$ cat config.mk
export PLATFORM = sky130hd
export DESIGN_NAME = imm_gen_pipe
export DESIGN_NICKNAME = d
export VERILOG_FILES = /design/src/rtl/imm_gen_pkg.sv /design/src/rtl/imm_decode_comb.sv /design/src/rtl/imm_gen_pipe.sv
export SDC_FILE = /design/constraint.sdc
export NUM_CORES = 1
export LEC_CHECK = 0
export ABC_AREA = 1
export BUFFER_PORTS_ARGS = -buffer_cell sky130_fd_sc_hd__buf_4
export CORE_UTILIZATION = 40
export CTS_CLUSTER_SIZE = 16
export DETAILED_ROUTE_END_ITERATION = 8
export HOLD_SLACK_MARGIN = 0.02
export PLACE_DENSITY = 0.66
export SETUP_SLACK_MARGIN = 0.02
export SYNTH_ARGS = -nofsm -noshare
export SYNTH_HDL_FRONTEND = slang
export SYNTH_SLANG_ARGS = --single-unit
$ cat constraint.sdc
create_clock -name i_clk -period 6.66 [get_ports i_clk]
set_input_delay 1.665 -clock i_clk [delete_from_list [all_inputs] [get_ports i_clk]]
set_output_delay 1.665 -clock i_clk [all_outputs]
set_load 0.01 [all_outputs]
$ cat src/rtl/imm_gen_pkg.sv
// Shared opcode constants and immediate-type encodings for the immediate
// generator pipeline (imm_decode_comb, imm_gen_pipe).
package imm_gen_pkg;

    localparam logic [6:0] OPC_LOAD      = 7'b0000011;
    localparam logic [6:0] OPC_OP_IMM    = 7'b0010011;
    localparam logic [6:0] OPC_OP_IMM_32 = 7'b0011011;
    localparam logic [6:0] OPC_AUIPC     = 7'b0010111;
    localparam logic [6:0] OPC_STORE     = 7'b0100011;
    localparam logic [6:0] OPC_LUI       = 7'b0110111;
    localparam logic [6:0] OPC_BRANCH    = 7'b1100011;
    localparam logic [6:0] OPC_JALR      = 7'b1100111;
    localparam logic [6:0] OPC_JAL       = 7'b1101111;
    localparam logic [6:0] OPC_SYSTEM    = 7'b1110011;

    localparam logic [2:0] F3_SLL = 3'b001;
    localparam logic [2:0] F3_SRX = 3'b101;

    typedef enum logic [2:0] {
        IMM_NONE  = 3'd0,
        IMM_I     = 3'd1,
        IMM_S     = 3'd2,
        IMM_B     = 3'd3,
        IMM_U     = 3'd4,
        IMM_J     = 3'd5,
        IMM_SHAMT = 3'd6,
        IMM_CSR   = 3'd7
    } imm_type_e;

    function automatic logic is_shift(input logic [2:0] funct3);
        return (funct3 == F3_SLL) || (funct3 == F3_SRX);
    endfunction

endpackage

$ cat src/rtl/imm_decode_comb.sv
// Combinational RV immediate decoder. Define IMM_GEN_ZICSR_EN to decode the
// SYSTEM-opcode CSR immediate forms (uimm in [19:15], type CSR).
module imm_decode_comb
    import imm_gen_pkg::*;
#(
    parameter int XLEN = 32
) (
    input  logic [31:0]     i_instruction,
    output logic [XLEN-1:0] o_immediate,
    output logic [2:0]      o_imm_type,
    output logic            o_illegal
);

    localparam int SHAMT_W = (XLEN == 64) ? 6 : 5;

    logic [6:0]      opcode;
    logic [2:0]      funct3;
    logic [XLEN-1:0] imm_i;
    logic [XLEN-1:0] imm_s;
    logic [XLEN-1:0] imm_b;
    logic [XLEN-1:0] imm_u;
    logic [XLEN-1:0] imm_j;
    logic [XLEN-1:0] imm_shamt;
    logic [XLEN-1:0] imm_shamt_w;
    imm_type_e       imm_type;

    assign opcode = i_instruction[6:0];
    assign funct3 = i_instruction[14:12];

    assign imm_i       = XLEN'($signed(i_instruction[31:20]));
    assign imm_s       = XLEN'($signed({i_instruction[31:25], i_instruction[11:7]}));
    assign imm_b       = XLEN'($signed({i_instruction[31], i_instruction[7],
                                        i_instruction[30:25], i_instruction[11:8], 1'b0}));
    assign imm_u       = XLEN'($signed({i_instruction[31:12], 12'b0}));
    assign imm_j       = XLEN'($signed({i_instruction[31], i_instruction[19:12],
                                        i_instruction[20], i_instruction[30:21], 1'b0}));
    assign imm_shamt   = XLEN'(i_instruction[20 +: SHAMT_W]);
    assign imm_shamt_w = XLEN'(i_instruction[24:20]);

    always_comb begin
        // NOTE: every output gets a default first, so no path through the case can infer a latch.
        o_immediate = '0;
        imm_type    = IMM_NONE;
        o_illegal   = 1'b0;
        case (opcode)
            OPC_LOAD, OPC_JALR: begin
                o_immediate = imm_i;
                imm_type    = IMM_I;
            end
            OPC_OP_IMM: begin
                if (is_shift(funct3)) begin
                    o_immediate = imm_shamt;
                    imm_type    = IMM_SHAMT;
                    // shamt[5] only exists on RV64
                    o_illegal   = (XLEN == 32) && i_instruction[25];
                end else begin
                    o_immediate = imm_i;
                    imm_type    = IMM_I;
                end
            end
            OPC_OP_IMM_32: begin
                if (XLEN == 64) begin
                    if (is_shift(funct3)) begin
                        o_immediate = imm_shamt_w;
                        imm_type    = IMM_SHAMT;
                    end else begin
                        o_immediate = imm_i;
                        imm_type    = IMM_I;
                    end
                end else begin
                    o_illegal = 1'b1;
                end
            end
            OPC_STORE: begin
                o_immediate = imm_s;
                imm_type    = IMM_S;
            end
            OPC_BRANCH: begin
                o_immediate = imm_b;
                imm_type    = IMM_B;
            end
            OPC_JAL: begin
                o_immediate = imm_j;
                imm_type    = IMM_J;
            end
            OPC_LUI, OPC_AUIPC: begin
                o_immediate = imm_u;
                imm_type    = IMM_U;
            end
            OPC_SYSTEM: begin
`ifdef IMM_GEN_ZICSR_EN
                if (funct3[2]) begin
                    o_immediate = XLEN'(i_instruction[19:15]);
                    imm_type    = IMM_CSR;
                end
`endif
            end
            default: begin
                o_illegal = (i_instruction[1:0] != 2'b11);
            end
        endcase
    end

    assign o_imm_type = imm_type;

endmodule

$ cat src/rtl/imm_gen_pipe.sv
// Immediate generator: input-side decode followed by a 2-entry skid buffer
// (output + skid register). CSR decode is enabled by IMM_GEN_ZICSR_EN.
module imm_gen_pipe
    import imm_gen_pkg::*;
#(
    parameter int XLEN  = 32,
    parameter int TAG_W = 4
) (
    input  logic             i_clk,
    input  logic             i_rst,
    input  logic             i_flush,
    input  logic             i_valid,
    output logic             o_ready,
    input  logic [31:0]      i_instruction,
    input  logic [TAG_W-1:0] i_tag,
    output logic             o_valid,
    input  logic             i_ready,
    output logic [XLEN-1:0]  o_immediate,
    output logic [2:0]       o_imm_type,
    output logic             o_illegal,
    output logic [TAG_W-1:0] o_tag
);

    typedef struct packed {
        logic [XLEN-1:0]  imm;
        logic [2:0]       imm_type;
        logic             illegal;
        logic [TAG_W-1:0] tag;
    } entry_t;

    logic [XLEN-1:0] dec_imm;
    logic [2:0]      dec_type;
    logic            dec_illegal;

    imm_decode_comb #(.XLEN(XLEN)) u_decode (
        .i_instruction(i_instruction),
        .o_immediate  (dec_imm),
        .o_imm_type   (dec_type),
        .o_illegal    (dec_illegal)
    );

    entry_t in_entry;
    entry_t out_q, out_d;
    entry_t skid_q, skid_d;
    logic   out_valid_q, out_valid_d;
    logic   skid_valid_q, skid_valid_d;
    logic   ready_q, ready_d;
    logic   in_xfer;
    logic   out_xfer;

    assign in_entry = '{imm: dec_imm, imm_type: dec_type, illegal: dec_illegal, tag: i_tag};
    assign in_xfer  = i_valid && ready_q;
    assign out_xfer = out_valid_q && i_ready;

    always_comb begin
        out_d        = out_q;
        skid_d       = skid_q;
        out_valid_d  = out_valid_q;
        skid_valid_d = skid_valid_q;
        if (i_flush) begin
            out_valid_d  = 1'b0;
            skid_valid_d = 1'b0;
        end else if (!out_valid_q || out_xfer) begin
            // Output slot frees up: refill from skid first to keep order.
            if (skid_valid_q) begin
                out_d        = skid_q;
                out_valid_d  = 1'b1;
                skid_valid_d = 1'b0;
            end else if (in_xfer) begin
                out_d       = in_entry;
                out_valid_d = 1'b1;
            end else begin
                out_valid_d = 1'b0;
            end
        end else if (in_xfer) begin
            skid_d       = in_entry;
            skid_valid_d = 1'b1;
        end
        ready_d = !skid_valid_d;
    end

    always_ff @(posedge i_clk) begin
        if (i_rst) begin
            out_valid_q  <= 1'b0;
            skid_valid_q <= 1'b0;
            ready_q      <= 1'b1;
            // NOTE: only the output payload is reset since it is visible on the ports; the skid payload is always qualified by skid_valid_q.
            out_q        <= '0;
        end else begin
            out_valid_q  <= out_valid_d;
            skid_valid_q <= skid_valid_d;
            ready_q      <= ready_d;
            out_q        <= out_d;
        end
    end

    always_ff @(posedge i_clk) begin
        skid_q <= skid_d;
    end

    assign o_ready     = ready_q;
    assign o_valid     = out_valid_q;
    assign o_immediate = out_q.imm;
    assign o_imm_type  = out_q.imm_type;
    assign o_illegal   = out_q.illegal;
    assign o_tag       = out_q.tag;

endmodule

==> results of run 1 <==
==> routing by layer <==
layer  track usage [%]  routed length [um]
met5                 0                   0
met1              28.5                4940
met4              6.54                 158
met2              32.0                4980
met3              4.37                 752
==> power breakdown <==
| part | switching [mW] | internal (mW) |
|---|---|---|
| registers | 0.00876 | 0.548 |
| clock network | 0.181 | 0.144 |
| logic | 0.0750 | 0.0540 |
==> cell type report <==
type                            count  area [um^2]  area share [%]
Inverter                           26         97.6            1.94
Sequential cell                    83         2060            40.9
Tap cell                          136          170            3.38
Multi-Input combinational cell    368         1900            37.7
Timing Repair Buffer               85          638            12.7
Clock buffer                       11          141            2.81
Clock inverter                      5         27.5           0.546
==> cells by family after synthesis <==
logic type      synth area share [%]
compound gates                  18.7
buf+inv                         6.48
flops                           48.7
simple gates                    26.1
==> stage by stage <==
stage,hold WS (ns),std cells
finish,0.541,714
global route,0.573,714
CTS,0.544,714
detailed placement,0.518,698
global placement,0.508,698
floorplan,0.507,510
==> final timing paths <==
kind	to	slack [ns]	cells past startpoint
worst max-delay path	o_immediate[20]	3.20	8
worst min-delay path	o_immediate[1]	0.54	2
worst max register to register	o_immediate[20]	4.30	7
worst min register to register	o_immediate[1]	0.54	2
==> critical path, cell delays in order <==
cell and delay (ns):
buf_4 0.11, a21oi_1 0.22, nor2_1 0.07, nand2_1 0.06, buf_4 0.39, inv_1 0.66
o21ai_0 0.46, a21oi_2 0.04
==> state kept, by name (all words and copies together), names as in the netlist <==
| signal | cells |
|---|---|
| o_tag | 4 |
| o_illegal | 1 |
| o_ready | 1 |
| o_valid | 1 |
| skid_valid_q | 1 |
| o_immediate | 32 |
| skid_q | 40 |
| o_imm_type | 3 |
==> cell usage in the layout, fill, tap and decap left out <==
| cell type | n |
|---|---|
| a211oi_1 | 1 |
| a21oi_1 | 66 |
| a21oi_2 | 18 |
| a31oi_1 | 5 |
| buf_4 | 85 |
| clkbuf_1 | 1 |
| clkbuf_8 | 10 |
| clkinv_1 | 4 |
| clkinvlp_4 | 1 |
| dfxtp_1 | 43 |
| edfxtp_1 | 40 |
| inv_1 | 23 |
| inv_2 | 2 |
| inv_6 | 1 |
| nand2_1 | 90 |
| nand2_2 | 21 |
| nand2_4 | 3 |
| nand3_1 | 63 |
| nand3_2 | 1 |
| nand3b_2 | 3 |
| nand4_1 | 1 |
| nor2_1 | 31 |
| nor2_2 | 4 |
| nor2_4 | 3 |
| nor2_8 | 1 |
| nor3_1 | 1 |
| o21ai_0 | 42 |
| o21bai_1 | 7 |
| or2_1 | 6 |
| or2_2 | 1 |
==> synth_stat cells (all sizes together) (3+ instances only) <==
master and instances:
a31oi 5, edfxtp 40, nand3b 3, or2 7, o21ai 42, inv 25, clkbuf 17, o21bai 7
nand2 114, dfxtp 43, a21oi 84, nor2 39, buf 16, nand3 64
==> impl_metrics.tcl, run 1 <==
set metrics [dict create \
    cts_buffers 9 \
    slew_viol_final 0 \
    r2r-start "o_ready" \
    antenna_cells 0 \
    fin_tns_setup_ns 0 \
    ios 83 \
    antenna_found_initial 0 \
    rows 37 \
    dp_hpwl_um 7040 \
    synthesis.area_mm2 0.00423 \
    clkTransAtPathRegs_ns 0.09 \
    num_vias 3800 \
    crit_fanout 44 \
    synthArstFlopShare_pct 0 \
    cts_tree "yes" \
    critPathKind "in2reg" \
    min_period_ns 3.46 \
    synthToLayoutAreaGrowth_pct 19.1 \
    worstMarginPinSlew_ns 1.27 \
    required_ns 6.89 \
    hold_violations 0 \
    hold_start "skid_q[9]" \
    cts_setup_buffers 0 \
    grt_max_degree 48 \
    fin_util_pct 49.0 \
    p_total_mw 1.01 \
    cp-startpoint "i_valid" \
    p_per_area_mw_per_mm2 201 \
    vdd_drop_max_mv 0.0931 \
    setup_viol 0 \
    cts_hold_buf 0 \
    dieHeight_um 105 \
    die_w_um 105 \
    setup_ws_ns 3.20 \
    status "complete, no violations" \
    drive_gt1_share_pct 26.6 \
    track_usage_pct 20.5 \
    port_buffers 82 \
    cts-root-buf "clkbuf_8" \
    cp-end-kind "flip-flop" \
    drv_cap 0 \
    start_util_pct 41.2 \
    cts.path.max_buffers 2 \
    first_iter_violations 265 \
    final_area_mm2 0.00504 \
    netlist.area_leader.share_pct 28.4 \
    wl_um 10800 \
    cts_max_level 3 \
    yosys_most_used_dff "dfxtp_1" \
    synth_seq_cells 83 \
    grt_pass1_wl_um 17900 \
    preCtsSetupSlack_ns 2.84 \
    arrival_ns 3.70 \
    core_mm2 0.0103 \
    hp-class "reg2reg" \
    synth.largest_area_cell "edfxtp_1" \
    finalCritPeriodShare_pct 52.0 \
    max_freq_mhz 289 \
    synth_cells 510 \
    clk_latency_ns 0.35 \
    nets 614 \
    clock_skew_ns 0.00601 \
    synth.distinct_cells 29 \
    avgSynthCellArea_um2 8.29 \
    routabilityCongestion 0.841 \
    rsz0062_at_grt "false" \
    syn-num-nets 551 \
    postRouteAntennaNets 0 \
    netlist_top_cells_area "edfxtp_1 (28%), dfxtp_1 (20%), nand2_1 (8.0%)" \
    start_kind "primary input" \
    yosysWarnings 0 \
    grt_pass1_vias 3520 \
    dpl_cell_area_mm2 0.00487 \
    slew_headroom_pct 15.3 \
    p_leak_nw 2.29 \
    n_fill_cell 1022 \
    viasPerCell 5.32 \
    firstDrtPassIters 5 \
    wl_per_cell_um 15.2 \
    clock-sinks 83 \
    die_area_mm2 0.0110 \
    yosysSeqAreaShare_pct 48.7 \
    overflow 0 \
    drcViolationCount 0 \
    cts_resized 0 \
    synth_edf_count 40 \
]
Power figures use the tool's default switching activity.
==> run 2: changes to the inputs <==
- PLACE_DENSITY: 0.66 -> 0.68
- clock period: 6.66 -> 3 ns (I/O delays scaled with it)
==> impl_metrics.tcl, run 2 (synthesis results as in run 1) <==
set metrics [dict create \
    status "complete, no violations" \
    cts.path.max_buffers 2 \
    cts_hold_buf 0 \
    dieHeight_um 105 \
    hold_start "skid_q[5]" \
    top_register "skid_q" \
    slew_headroom_pct 16.2 \
    r2r_slack_ns 0.99 \
    whs_endpoint "o_imm_type[0]" \
    p_sw_share_pct 24.9 \
    slowest_stage "inv_1" \
    overflow 0 \
    min_period_ns 2.12 \
    grt_pass1_vias 3526 \
    fin_tns_setup_ns 0 \
    fin_util_pct 49.9 \
    core_mm2 0.0103 \
    first_iter_violations 323 \
    postRouteAntennaNets 0 \
    cp_cell_sequence "buf_4 > a21oi_1 > nor2_1 > nand2_1 > inv_1 > o21ai_0 > a21oi_2" \
    crit_fanout 44 \
    drive_gt1_share_pct 27.9 \
    nets 620 \
    cts_max_level 3 \
    hold_violations 0 \
    p_sw_mw 0.600 \
    hp-class "reg2reg" \
    p_leak_nw 2.35 \
    crit_cells 7 \
    cts-root-buf "clkbuf_8" \
    clkTransAtPathRegs_ns 0.09 \
    holdPathStages 2 \
    firstDrtPassIters 4 \
    final_cell_mix "buf_4 (91), nand2_1 (90), a21oi_1 (66), nand3_1 (63), dfxtp_1 (43)" \
    cts_setup_buffers 0 \
    wl_um 10800 \
    pwr-share-clk_pct 36.6 \
    critPathKind "in2reg" \
    largest_register_ffs 40 \
    required_ns 3.29 \
    synthToLayoutAreaGrowth_pct 21.3 \
    rsz0062_at_grt "false" \
    max_freq_mhz 472 \
    vdd_drop_max_mv 0.273 \
    p_int_mw 1.81 \
    sequentialPowerShare_pct 51.3 \
    start_util_pct 41.2 \
    port_buffers 82 \
    grt_max_degree 48 \
    antenna_cells 0 \
    grt_pass1_wl_um 17700 \
    n_fill_cell 992 \
    cp_slowest_stage_delay_ns 0.90 \
    wl_per_cell_um 15.0 \
    arrival_ns 2.41 \
    setup_viol 0 \
    finalCritPeriodShare_pct 70.6 \
    die_area_mm2 0.0110 \
    drv_cap 0 \
    cts_tree "yes" \
    power_frac_comb_pct 12.0 \
    cts_resized 0 \
    r2r-start "o_ready" \
    cpLargestDelayFamily "buffers and inverters" \
    p_per_area_mw_per_mm2 469 \
    dpl_cell_area_mm2 0.00491 \
    dp_hpwl_um 7110 \
    start_kind "primary input" \
    worstMarginPinSlew_ns 1.26 \
    final_common_cell "buf_4" \
    clock_skew_ns 0.00540 \
    die_w_um 105 \
    rows 37 \
    cts_buffers 9 \
    drcViolationCount 0 \
    worst-r2r-cell-count 6 \
    clock-sinks 83 \
    viasPerCell 5.25 \
    ios 83 \
    crit_buf_inv 2 \
    r2r-end "o_immediate[29]" \
    cp-end-kind "flip-flop" \
    track_usage_pct 20.5 \
    num_vias 3782 \
    clk_latency_ns 0.35 \
    final_area_mm2 0.00513 \
    slew_viol_final 0 \
    antenna_found_initial 0 \
    routabilityCongestion 0.843 \
]
## run 2: cell types whose count changed in the layout (fill, tap and decap cells not counted)
cell and delta:
clkinv_1 -3, clkinv_2 +1, buf_4 +6, bufinv_16 +2, clkinv_4 +2, inv_6 -1
clkbuf_8 -1
## run 2: layout make-up
| class | count | area [um^2] | share of cell area, % |
|---|---|---|---|
| well taps | 136 | 170 | 3.32 |
| clock buffers | 10 | 128 | 2.49 |
| inverters | 26 | 97.6 | 1.90 |
| repair buffers | 91 | 683 | 13.3 |
| clock inverters | 6 | 90.1 | 1.76 |
| flip-flops and latches | 83 | 2060 | 40.2 |
| multi-input cells | 368 | 1900 | 37.1 |
## run 2: per-layer routing
metal / share of wire (%) / vias up / GRT usage, %
li1: - / 1876 / -
met1: 47 / 1773 / 27.8
met2: 47 / 122 / 32.5
met3: 5.2 / 11 / 3.49
met4: 1.3 / 0 / 7.65
met5: 0 / - / 0
## run 2: worst max path at each step
stage / startpoint / to / slack [ns]
5_1_grt: i_valid / o_imm_type[1] / 0.66
4_1_cts: i_valid / o_immediate[29] / 0.85
2_1_floorplan: i_ready / skid_q[0] / 0.37
3_5_place_dp: i_valid / o_immediate[29] / 0.48
3_3_place_gp: i_valid / o_immediate[14] / 0.58
6_report: i_valid / o_immediate[29] / 0.88
## run 2: through the flow
stage | power (mW) | setup slack (ns) | hold WS (ns) | instances
6_report | 2.41 | 0.882 | 0.536 | 720
4_1_cts | 2.43 | 0.848 | 0.537 | 720
2_1_floorplan | 1.41 | 0.368 | 0.507 | 510
3_5_place_dp | 1.55 | 0.478 | 0.525 | 704
3_3_place_gp | 1.55 | 0.581 | 0.509 | 704
5_1_grt | 2.51 | 0.663 | 0.553 | 720
## run 2: worst reg2reg max path, cell delays in order (launching register included)
cell	delay, ns
dfxtp_1	0.36
a21oi_1	0.10
nor2_1	0.09
nand2_1	0.07
inv_1	0.90
o21ai_0	0.27
a21oi_2	0.16
## run 2: power groups by stage
| stage | sequential (mW) | combinational, mW | clock, mW |
|---|---|---|---|
| floorplan | 1.27 | 0.131 | 0 |
| global placement | 1.26 | 0.283 | 0 |
| detailed placement | 1.26 | 0.290 | 0 |
| CTS | 1.24 | 0.290 | 0.899 |
| global route | 1.24 | 0.319 | 0.948 |
| finish | 1.24 | 0.289 | 0.883 |
==> run 3: changes to the inputs <==
- PLACE_DENSITY: 0.68 -> 0.66
- clock period: 3 -> 2.05 ns (I/O delays scaled with it)
==> impl_metrics.tcl, run 3 (synthesis results as in run 1) <==
set metrics [dict create \
    cts_max_level 3 \
    p_leak_nw 2.35 \
    pwr-share-clk_pct 31.2 \
    holdWs_ns 0.329 \
    final_common_cell "buf_4" \
    cts_hold_buf 0 \
    dp_hpwl_um 7400 \
    die_area_mm2 0.0110 \
    drive_gt1_share_pct 27.9 \
    wl_um 10800 \
    port_buffers 82 \
    sequentialPowerShare_pct 55.6 \
    p_per_area_mw_per_mm2 633 \
    largest_register_ffs 40 \
    cp-end-kind "flip-flop" \
    setup_viol 0 \
    max_freq_mhz 648 \
    drv_cap 0 \
    first_iter_violations 239 \
    firstDrtPassIters 5 \
    slowest_stage "nand2_1" \
    postRouteAntennaNets 0 \
    cts_tree "yes" \
    r2r-start "o_ready" \
    status "complete, no violations" \
    slew_headroom_pct 65.5 \
    final_cell_mix "buf_4 (91), nand2_1 (90), a21oi_1 (66), nand3_1 (63), dfxtp_1 (43)" \
    vdd_drop_max_mv 0.328 \
    p_sw_share_pct 26.2 \
    clkTransAtPathRegs_ns 0.08 \
    clock-sinks 83 \
    hold_start "i_flush" \
    routabilityCongestion 0.862 \
    r2r_slack_ns 0.53 \
    viasPerCell 5.25 \
    worstMarginPinSlew_ns 0.517 \
    arrival_ns 1.83 \
    cts.path.max_buffers 2 \
    crit_top_cell "nand2_1" \
    cts_setup_buffers 0 \
    preCtsSetupSlack_ns 0.156 \
    placed_cells 707 \
    n_fill_cell 1012 \
    dieHeight_um 105 \
    multi_input_area_mm2 0.00190 \
    worst-r2r-cell-count 7 \
    grt_pass1_wl_um 17300 \
    die_w_um 105 \
    nets 623 \
    cts-root-buf "clkbuf_8" \
    grt_pass1_vias 3450 \
    ios 83 \
    whs_endpoint "o_valid" \
    antenna_cells 0 \
    r2r-end "o_tag[3]" \
    fin_tns_setup_ns 0 \
    top_register "skid_q" \
    wl_per_cell_um 14.9 \
    synthToLayoutAreaGrowth_pct 21.4 \
    stdcell_count 723 \
    holdPathStages 2 \
    drcViolationCount 0 \
    ff_latch_area_mm2 0.00206 \
    clk_latency_ns 0.35 \
    clock_skew_ns 0.00761 \
    cts_buffers 9 \
    grt_max_degree 48 \
    finalCritPeriodShare_pct 75.3 \
    hold_violations 0 \
    slew_viol_final 0 \
    cp_cell_sequence "buf_4 > inv_1 > nor2_2 > nand3_1 > nand2_1 > a21oi_1 > nand2_2 > nand2_1 > a21oi_2" \
    setup_ws_ns 0.506 \
    rsz0062_at_grt "false" \
    hp-class "in2reg" \
    rows 37 \
    crit_fanout 11 \
    power_frac_comb_pct 13.2 \
    track_usage_pct 20.1 \
    critPathKind "in2reg" \
    p_sw_mw 0.852 \
    core_mm2 0.0103 \
    antenna_found_initial 0 \
    num_vias 3797 \
    cp_slowest_stage_delay_ns 0.32 \
    required_ns 2.34 \
    min_period_ns 1.54 \
    start_kind "primary input" \
    start_util_pct 41.2 \
    overflow 0 \
    p_int_mw 2.40 \
    cts_resized 0 \
]
## run 3: cell types whose count changed in the layout (fill, tap and decap cells not counted)
cell,change
buf_12,+3
clkinv_2,+1
clkbuf_1,+1
bufinv_16,-2
clkinv_4,-1
clkinv_1,+1
## run 3: worst max path at each step
stage                startpoint              end  slack, ns  cells past startpoint
6_report       i_instruction[5]  o_immediate[25]       0.51                      9
5_1_grt                 o_ready         o_tag[3]       0.32                      7
4_1_cts                 o_ready   o_immediate[2]       0.52                      7
3_5_place_dp   i_instruction[5]  o_immediate[12]       0.16                      9
3_3_place_gp   i_instruction[0]       skid_q[33]       0.18                      7
2_1_floorplan           i_ready        skid_q[0]       0.09                      4
## run 3: routing by layer
metal / GRT usage, % / routed length (um)
met2: 31.3 / 5060
met3: 4.12 / 501
met4: 6.44 / 127
met1: 27.8 / 5070
met5: 0 / 0
## run 3: power groups by stage
stage | sequential [mW] | clock, mW | combinational, mW
2_1_floorplan | 1.87 | 0 | 0.192
3_3_place_gp | 1.84 | 0 | 0.426
3_5_place_dp | 1.85 | 0 | 0.432
4_1_cts | 1.81 | 1.05 | 0.434
5_1_grt | 1.81 | 1.12 | 0.474
6_report | 1.81 | 1.01 | 0.431
## run 3: metrics by stage
stage	total power, mW	instance area [um^2]	util, %
CTS	3.29	5140	50.0
global route	3.41	5140	50.0
finish	3.25	5140	50.0
global placement	2.27	4970	48.4
floorplan	2.06	4240	-
detailed placement	2.28	4970	48.4
## run 3: layout make-up
class                      instances  area share, %
sequential                        83           40.1
multi-input combinational        368           37.0
timing repair buffer              94           14.5
tap                              136           3.31
clock buffer                      11           2.56
inverter                          26           1.90
clock inverter                     5          0.585
## run 3: critical path: cells and delay by family
kind                   cells  cell delay (ns)
AND/OR/NAND/NOR            5             0.93
buffers and inverters      2             0.15
AO/OA/AOI/OAI              2             0.24
